$ cat config.mk
export PLATFORM = sky130hd
export DESIGN_NAME = measure_scheduler
export DESIGN_NICKNAME = d
export VERILOG_FILES = /design/src/rtl/measure_scheduler.sv
export SDC_FILE = /design/constraint.sdc
export NUM_CORES = 1
export LEC_CHECK = 0
export CAP_MARGIN = 20
export CORE_ASPECT_RATIO = 0.6
export CORE_MARGIN = 2
export CORE_UTILIZATION = 52
export DETAILED_ROUTE_END_ITERATION = 8
export HOLD_SLACK_MARGIN = 0.05
export PLACE_DENSITY = 0.84
export RECOVER_POWER = 25
export SLEW_MARGIN = 10
export SYNTH_ARGS = -nofsm -noshare
export SYNTH_HDL_FRONTEND = slang
export SYNTH_SLANG_ARGS = --single-unit
$ cat constraint.sdc
create_clock -name clk -period 2.8 [get_ports clk]
set_input_delay 0.28 -clock clk [delete_from_list [all_inputs] [get_ports clk]]
set_output_delay 0.28 -clock clk [all_outputs]
set_load 0.02 [all_outputs]
$ cat src/rtl/measure_scheduler.sv
// Round-robin edge-count scheduler: one shared rising-edge counter is gated onto
// each enabled input line in turn, and each count is published over valid/ready.
module measure_scheduler #(
    parameter int CHANNELS    = 4,
    parameter int GATE_CYCLES = 1000,
    parameter int WIDTH       = 64
) (
    input  logic                        clk,
    input  logic                        rst,
    input  logic                        enable,
    input  logic [CHANNELS-1:0]         chan_mask,
    input  logic [CHANNELS-1:0]         sig_in,
    output logic                        busy,
    output logic                        res_valid,
    input  logic                        res_ready,
    output logic [WIDTH-1:0]            res_data,
    output logic [$clog2(CHANNELS)-1:0] res_chan,
    output logic                        res_sat
);

    localparam int CW = $clog2(CHANNELS);
    localparam int TW = $clog2(GATE_CYCLES + 1);

    typedef enum logic [1:0] {IDLE, SELECT, GATE, PUBLISH} state_t;

    state_t            state_q, state_d;
    logic [CW-1:0]     sel_q, sel_d;
    logic [CW-1:0]     last_q, last_d;
    logic              prev_q, prev_d;
    logic [WIDTH-1:0]  count_q, count_d;
    logic              sat_q, sat_d;
    logic [TW-1:0]     timer_q, timer_d;
    logic              busy_q, busy_d;
    logic              valid_q, valid_d;
    logic [WIDTH-1:0]  data_q, data_d;
    logic [CW-1:0]     chan_q, chan_d;
    logic              rsat_q, rsat_d;
    logic [CW-1:0]     grant_s;
    logic              edge_s;

    // First set mask bit strictly after 'last', wrapping; only used when mask is non-zero.
    function automatic logic [CW-1:0] rr_pick(input logic [CHANNELS-1:0] mask,
                                              input logic [CW-1:0]       last);
        logic [CW-1:0] pick;
        logic [CW-1:0] cand;
        logic          found;
        pick  = last;
        found = 1'b0;
        for (int i = 1; i <= CHANNELS; i++) begin
            cand = CW'((int'(last) + i) % CHANNELS);
            if (!found && mask[cand]) begin
                pick  = cand;
                found = 1'b1;
            end
        end
        return pick;
    endfunction

    // Next-state and datapath logic for the select/gate/publish sequence.
    always_comb begin
        state_d = state_q;
        sel_d   = sel_q;
        last_d  = last_q;
        prev_d  = prev_q;
        count_d = count_q;
        sat_d   = sat_q;
        timer_d = timer_q;
        valid_d = valid_q;
        data_d  = data_q;
        chan_d  = chan_q;
        rsat_d  = rsat_q;
        grant_s = rr_pick(chan_mask, last_q);
        edge_s  = sig_in[sel_q] && !prev_q;

        case (state_q)
            IDLE: begin
                if (enable && |chan_mask) begin
                    state_d = SELECT;
                end else begin
                    state_d = IDLE;
                end
            end
            SELECT: begin
                if (|chan_mask) begin
                    sel_d   = grant_s;
                    last_d  = grant_s;
                    prev_d  = sig_in[grant_s];
                    count_d = '0;
                    sat_d   = 1'b0;
                    timer_d = '0;
                    state_d = GATE;
                end else begin
                    state_d = IDLE;
                end
            end
            GATE: begin
                prev_d = sig_in[sel_q];
                if (edge_s) begin
                    if (&count_q) begin
                        sat_d = 1'b1;
                    end else begin
                        count_d = count_q + WIDTH'(1);
                    end
                end else begin
                    count_d = count_q;
                end
                // The final gate cycle's edge is folded into the published count.
                if (timer_q == TW'(GATE_CYCLES - 1)) begin
                    state_d = PUBLISH;
                    valid_d = 1'b1;
                    data_d  = count_d;
                    chan_d  = sel_q;
                    rsat_d  = sat_d;
                end else begin
                    timer_d = timer_q + TW'(1);
                end
            end
            PUBLISH: begin
                if (res_ready) begin
                    valid_d = 1'b0;
                    state_d = (enable && |chan_mask) ? SELECT : IDLE;
                end else begin
                    state_d = PUBLISH;
                end
            end
            default: begin
                state_d = IDLE;
                valid_d = 1'b0;
            end
        endcase

        busy_d = (state_d != IDLE);
    end

    // State and output registers; reset discards any result in flight.
    always_ff @(posedge clk) begin
        if (rst) begin
            state_q <= IDLE;
            sel_q   <= '0;
            last_q  <= CW'(CHANNELS - 1);
            prev_q  <= 1'b0;
            count_q <= '0;
            sat_q   <= 1'b0;
            timer_q <= '0;
            busy_q  <= 1'b0;
            valid_q <= 1'b0;
            data_q  <= '0;
            chan_q  <= '0;
            rsat_q  <= 1'b0;
        end else begin
            state_q <= state_d;
            sel_q   <= sel_d;
            last_q  <= last_d;
            prev_q  <= prev_d;
            count_q <= count_d;
            sat_q   <= sat_d;
            timer_q <= timer_d;
            busy_q  <= busy_d;
            valid_q <= valid_d;
            data_q  <= data_d;
            chan_q  <= chan_d;
            rsat_q  <= rsat_d;
        end
    end

    assign busy      = busy_q;
    assign res_valid = valid_q;
    assign res_data  = data_q;
    assign res_chan  = chan_q;
    assign res_sat   = rsat_q;

endmodule

==> flow_summary.rst, run 1 <==
.. list-table::
   :header-rows: 1

   * - Metric
     - Value
   * - Peak ir drop on the vdd network
     - 0.390 mV
   * - Pin count of the biggest net entering global routing
     - 104
   * - Vias
     - 7,790
   * - Slew margin rel.
     - 54.1%
   * - Number of nets in the layout
     - 1,060
   * - Number of filler cells placed in the layout
     - 1,162
   * - Die footprint
     - 15,800 um^2
   * - Via count of the first global-routing pass
     - 6,930
   * - Final standard cell area without fillers
     - 9700 um^2
   * - Post-DR vias/cell
     - 6.20
   * - Worst-case setup slack after placement
     - 0.00630 ns
   * - Met1 wire length
     - 9910 um
   * - Post-route worst setup slack
     - 0.0782 ns
   * - Routed length on met3
     - 2500 um
   * - Number of cells in the finished layout apart from fillers
     - 1,257
   * - Worst path cell trace
     - ha_2 -> nand4_1 -> nor4_4 -> nand4_1 -> or3_4 -> or3_1 -> or3_1 -> a31oi_1
   * - Drt initial violations
     - 970
   * - Number of gates given a new drive strength after cts
     - 0
   * - Hold buffer count at CTS
     - 0
   * - Synth Net Count
     - 964
   * - Diode count
     - 0
   * - Overall routing resource usage
     - 28.1%
   * - Slowest stage cell on the critical path
     - or3_4
   * - Clock tree from TritonCTS
     - yes
   * - CP Max Fanout
     - 4
   * - Clock sink count
     - 151
   * - DRT antenna net count
     - 0
   * - Post-CTS setup-driven buffer insertion count
     - 0
   * - Clock tree buffer depth
     - 2
   * - Root Buffer Master
     - clkbuf_16
   * - Nature of the critical path endpoint
     - flip-flop
   * - Synth-to-layout area growth
     - 26.6%
   * - Final estimated routing congestion in global placement
     - 0.937
   * - MaxCap Viol Count
     - 0
   * - HPWL after detailed placement
     - 14,900 um
   * - Critical path data arrival time
     - 3.07 ns
   * - Result of the run
     - finished clean
   * - Maximum clock frequency
     - 367 MHz
   * - Core region area
     - 14,500 um^2
   * - Die boundary width
     - 161 um
   * - Routed wire length
     - 22,000 um
   * - Number of DRC violations after detailed routing
     - 0
   * - Setup clock skew after layout
     - 0.0120 ns
   * - Cell Pwr Density
     - 519 nW/um^2
   * - Die height
     - 98.0 um
   * - Synthesis warning total
     - 0
   * - Static Leakage
     - 3.38 nW
   * - Worst Max-Slew Pin Slew
     - 0.688 ns
   * - Final hold vios
     - 0
   * - Final setup violating endpoints
     - 0
   * - Pre-antenna DRT Iters
     - 6
   * - Syn_area_per_cell
     - 8.07 um^2
   * - Yosys reg bits
     - 151
   * - Number of ports placed on the die boundary
     - 81
   * - Slew Viols, Final
     - 0
   * - Async S/R FF share, synth
     - 0%
   * - Final worst path period need
     - 2.72 ns
   * - Starting density of the core
     - 53.0%
   * - Fraction of the yosys area taken by sequential cells
     - 39.4%
   * - Classification of the worst setup path
     - reg2reg
   * - Average detailed-routed wire length per instance
     - 17.5 um
   * - H-tree levels
     - 4
   * - Count of buffers inserted at the top-level ports
     - 80
   * - Cell count after synthesis
     - 950
   * - Kind of path behind the tightest hold check
     - in2reg
   * - Number of enable-type register cells in the synthesized netlist
     - 0
   * - Data required time at the worst endpoint
     - 3.14 ns
   * - Placed instance count
     - 1,225
   * - Placement Rows
     - 34
   * - Detail Route met2 WL
     - 9210 um
   * - Instance area after placement
     - 9010 um^2
   * - Highest routed metal layer
     - met4
   * - Number of distinct standard cells referenced by the synthesized netlist
     - 63
   * - Register clock-pin slew on the reported worst setup and hold paths
     - 0.06 ns
   * - Final clock period utilization by the worst path
     - 97.2%
   * - Prevailing post-synth register cell
     - dfxtp_1
   * - Global-route wire length before repair
     - 35,800 um
   * - Num CTS Buffers
     - 17
   * - Netlist area before placement
     - 7660 um^2
   * - Clk_lat worst skew
     - 0.43 ns
   * - Proportion of layout cells with a drive suffix above 1
     - 12.5%
   * - GR Overflow Total
     - 0
   * - Initial antenna violation count
     - 0
   * - Largest incremental delay on the critical path
     - 0.43 ns
   * - Worst Setup Start Kind
     - flip-flop
[Yosys cell counts (15+ instances only)]
cell type    n  share of area [%]
dfxtp_1    151                 39
nor2_1     131                6.4
nand2_1     79                3.9
clkbuf_1    65                3.2
a211oi_1    61                6.0
a21oi_1     44                2.9
o21ai_0     40                2.6
xnor2_1     40                4.6
a31oi_1     36                2.9
nand3_1     30                2.0
nand4_1     29                2.4
xor2_1      28                3.2
nor3_1      19                1.2
and3_1      18                1.5
or3_1       15                1.2
[routing by layer]
layer | global-route usage, % | up-vias
met5 | 0 | -
met4 | 8.24 | 0
met3 | 7.05 | 55
met2 | 40.6 | 461
met1 | 41.2 | 3592
li1 | - | 3682
[layout make-up]
class	count	area [um^2]	area share, %
clock inverter	13	193	1.99
tap	198	248	2.55
clock buffer	19	453	4.67
multi-input combinational	716	4380	45.1
timing repair buffer	153	1380	14.3
inverter	7	26.3	0.271
sequential	151	3030	31.2
[through the flow]
step / util [%] / hold WS, ns / power [mW] / TNS (ns)
6_report: 67.1 / 0.383 / 5.04 / 0
5_1_grt: 67.1 / 0.390 / 5.17 / -0.0483
4_1_cts: 66.7 / 0.372 / 5.03 / 0
3_5_place_dp: 62.3 / 0.466 / 2.56 / 0
3_3_place_gp: 62.3 / 0.450 / 2.55 / 0
2_1_floorplan: - / 0.437 / 2.42 / 0
[cell usage in the layout (no fill, tap or decap), types with 14 or more instances in the layout]
master,instances
nand4_1,29
xnor2_1,40
nor3_1,18
o21ai_0,40
nor2_1,130
a31oi_1,36
nand2_1,79
clkbuf_16,17
dfxtp_1,149
dlygate4sd3_1,49
buf_4,71
or3_1,14
and3_1,18
a21oi_1,44
clkdlybuf4s50_1,30
nand3_1,30
xor2_1,28
a211oi_1,60
[cells by family (layout without fill, tap and decap cells)]
family	after synthesis	in the layout	synth area share (%)
and+or+nand+nor	396	396	26.2
DFF	151	151	39.4
AOI/OAI and AO/OA	242	242	20.8
buffers and inverters	83	192	4.25
adders and majority gates	2	2	0.326
muxes	8	8	1.22
xor gates and xnor gates	68	68	7.77
[power by group]
group          switching [mW]  internal, mW  leakage, nW
logic                   0.231         0.118         1.85
registers              0.0171          2.16         1.22
clock network           0.963          1.55        0.310
total                    1.21          3.83         3.38
[flip-flops by register name, summed over array words and instances (netlist names)]
register / flops
prev_q: 1
res_chan: 2
busy: 1
count_q: 64
state_q: 2
sat_q: 1
timer_q: 10
res_data: 64
sel_q: 2
last_q: 2
res_sat: 1
res_valid: 1
[path summary, 6_finish.rpt]
check              start           to  slack (ns)  depth (start not counted)
max           count_q[1]  count_q[60]        0.08                          8
min                  rst  count_q[20]        0.38                          2
max reg2reg   count_q[1]  count_q[60]        0.08                          8
min reg2reg  res_chan[0]  res_chan[0]        0.48                          2
[worst max-delay path: cells and delay by family (launching register included)]
family	cells	cell delay (ns)
AO/OA/AOI/OAI	1	0.15
adder cells (fa/ha/maj)	1	0.22
flip-flops	1	0.40
AND/OR/NAND/NOR	6	1.87
No activity file was read; power rests on OpenSTA's default activity.
==> run 2: changes to the inputs <==
--- a/config.mk
+++ b/config.mk
@@ -8,10 +8,10 @@
 export CAP_MARGIN = 20
 export CORE_ASPECT_RATIO = 0.6
 export CORE_MARGIN = 2
-export CORE_UTILIZATION = 52
+export CORE_UTILIZATION = 38
 export DETAILED_ROUTE_END_ITERATION = 8
 export HOLD_SLACK_MARGIN = 0.05
-export PLACE_DENSITY = 0.84
+export PLACE_DENSITY = 0.66
 export RECOVER_POWER = 25
 export SLEW_MARGIN = 10
 export SYNTH_ARGS = -nofsm -noshare
==> run 2 against run 1 <==
Against the previous run:
- clock power hardly changed
- sequential power hardly changed
- non-clock buffer count is 31 higher
- global-route usage is 6.2 points lower
- critical path depth stayed put
- largest cell class unchanged
- worst hold slack worse by 0.00079 ns
- clock skew is 0.0028 ns lower
- design area is 3.1% higher
- via count is 3.5% lower
==> flow_summary.rst, run 2 (synthesis results as in run 1) <==
.. list-table::
   :header-rows: 1

   * - Metric
     - Value
   * - Synth-to-layout area growth
     - 30.6%
   * - Setup repair after global routing missed its margin
     - false
   * - Die height
     - 114 um
   * - Die footprint
     - 21,400 um^2
   * - Register clock-pin slew on the reported worst setup and hold paths
     - 0.06 ns
   * - Final setup violating endpoints
     - 0
   * - GR Overflow Total
     - 0
   * - Drt initial violations
     - 531
   * - Clock sink count
     - 151
   * - Data required time at the worst endpoint
     - 3.15 ns
   * - Number of nets in the layout
     - 1,091
   * - Via count of the first global-routing pass
     - 6,943
   * - Final estimated routing congestion in global placement
     - 0.905
   * - Pre-antenna DRT Iters
     - 5
   * - Starting density of the core
     - 38.6%
   * - Routed wire length
     - 22,400 um
   * - Worst Setup Start Kind
     - flip-flop
   * - Pin count of the biggest net entering global routing
     - 106
   * - Count of buffers inserted at the top-level ports
     - 80
   * - Num CTS Buffers
     - 17
   * - Proportion of layout cells with a drive suffix above 1
     - 14.2%
   * - H-tree levels
     - 4
   * - Placement Rows
     - 40
   * - Leading cell types in the layout, fill and taps excluded
     - dfxtp_1 (150), nor2_1 (130), buf_4 (102)
   * - Clk_lat worst skew
     - 0.43 ns
   * - Number of DRC violations after detailed routing
     - 0
   * - Peak ir drop on the vdd network
     - 0.435 mV
   * - Cell Pwr Density
     - 501 nW/um^2
   * - Static Leakage
     - 3.54 nW
   * - Initial antenna violation count
     - 0
   * - Diode count
     - 0
   * - Die boundary width
     - 187 um
   * - CP Max Fanout
     - 12
   * - Maximum clock frequency
     - 375 MHz
   * - Setup clock skew after layout
     - 0.00914 ns
   * - Total negative setup slack
     - 0 ns
   * - Clock tree from TritonCTS
     - yes
   * - Classification of the worst setup path
     - reg2reg
   * - Final worst path period need
     - 2.67 ns
   * - Average detailed-routed wire length per instance
     - 16.4 um
   * - Post-DR vias/cell
     - 5.52
   * - Nature of the critical path endpoint
     - flip-flop
   * - Most common library cell in the layout ignoring fill and taps
     - dfxtp_1
   * - Result of the run
     - finished clean
   * - Number of ports placed on the die boundary
     - 81
   * - Root Buffer Master
     - clkbuf_16
   * - Final hold vios
     - 0
   * - Global-route wire length before repair
     - 37,000 um
   * - Final hold slack
     - 0.382 ns
   * - Worst Max-Slew Pin Slew
     - 0.688 ns
   * - HPWL after detailed placement
     - 16,200 um
   * - Total power after layout
     - 5.02 mW
   * - DRT antenna net count
     - 0
   * - Critical path data arrival time
     - 3.01 ns
   * - Clock tree buffer depth
     - 2
   * - Final clock period utilization by the worst path
     - 95.3%
   * - Slew margin rel.
     - 54.2%
   * - Final design utilization
     - 50.4%
   * - Core region area
     - 19,900 um^2
   * - Slew Viols, Final
     - 0
   * - Overall routing resource usage
     - 21.8%
   * - Vias
     - 7,521
   * - Worst-case setup slack after placement
     - -0.0598 ns
   * - Kind of path behind the tightest hold check
     - in2reg
   * - Post-route worst setup slack
     - 0.131 ns
   * - MaxCap Viol Count
     - 0
run 2: layout make-up:
cell class,count,area (um^2)
Sequential cell,151,3020
Tap cell,273,342
Inverter,7,26.3
Clock buffer,24,492
Timing Repair Buffer,184,1620
Fill cell,1940,9860
Clock inverter,8,143
Multi-Input combinational cell,716,4360
run 2: path summary, 6_finish.rpt:
kind,startpoint,end,slack [ns],depth (start not counted)
worst max-delay path,count_q[3],res_data[39],0.13,8
worst min-delay path,rst,timer_q[0],0.38,2
worst max register to register,count_q[3],res_data[39],0.13,8
worst min register to register,res_chan[1],res_chan[1],0.47,2
run 2: layer usage:
layer	global-route usage, %	part of all wire [%]	vias up
met1	33.0	51	3500
met5	0	0	-
met2	30.4	39	266
met3	5.51	8.5	15
li1	-	-	3740
met4	5.77	0.96	0
run 2: through the flow:
step                cell area (um^2)  std cells
floorplan                       7660        950
global placement                9340       1331
detailed placement              9340       1331
CTS                             9970       1363
global route                   10000       1363
finish                         10000       1363
run 2: what timing repair did:
action,4_1_cts,5_1_grt
buffers inserted,0,0
resized for setup,0,6
endpoints found under the setup margin,0,19
hold buffers,0,0
run 2: critical path: stages (launching register included):
cell,delay (ns)
dfxtp_1,0.39
nand4_4,0.15
or4_1,0.59
or4_4,0.55
a211oi_2,0.16
buf_4,0.23
and3_1,0.21
xnor2_1,0.07
a211oi_1,0.23
run 2: power by group:
group / switching [mW] / internal [mW]
Combinational: 0.225 / 0.119
Sequential: 0.0155 / 2.16
Clock: 0.911 / 1.58
Total: 1.15 / 3.86
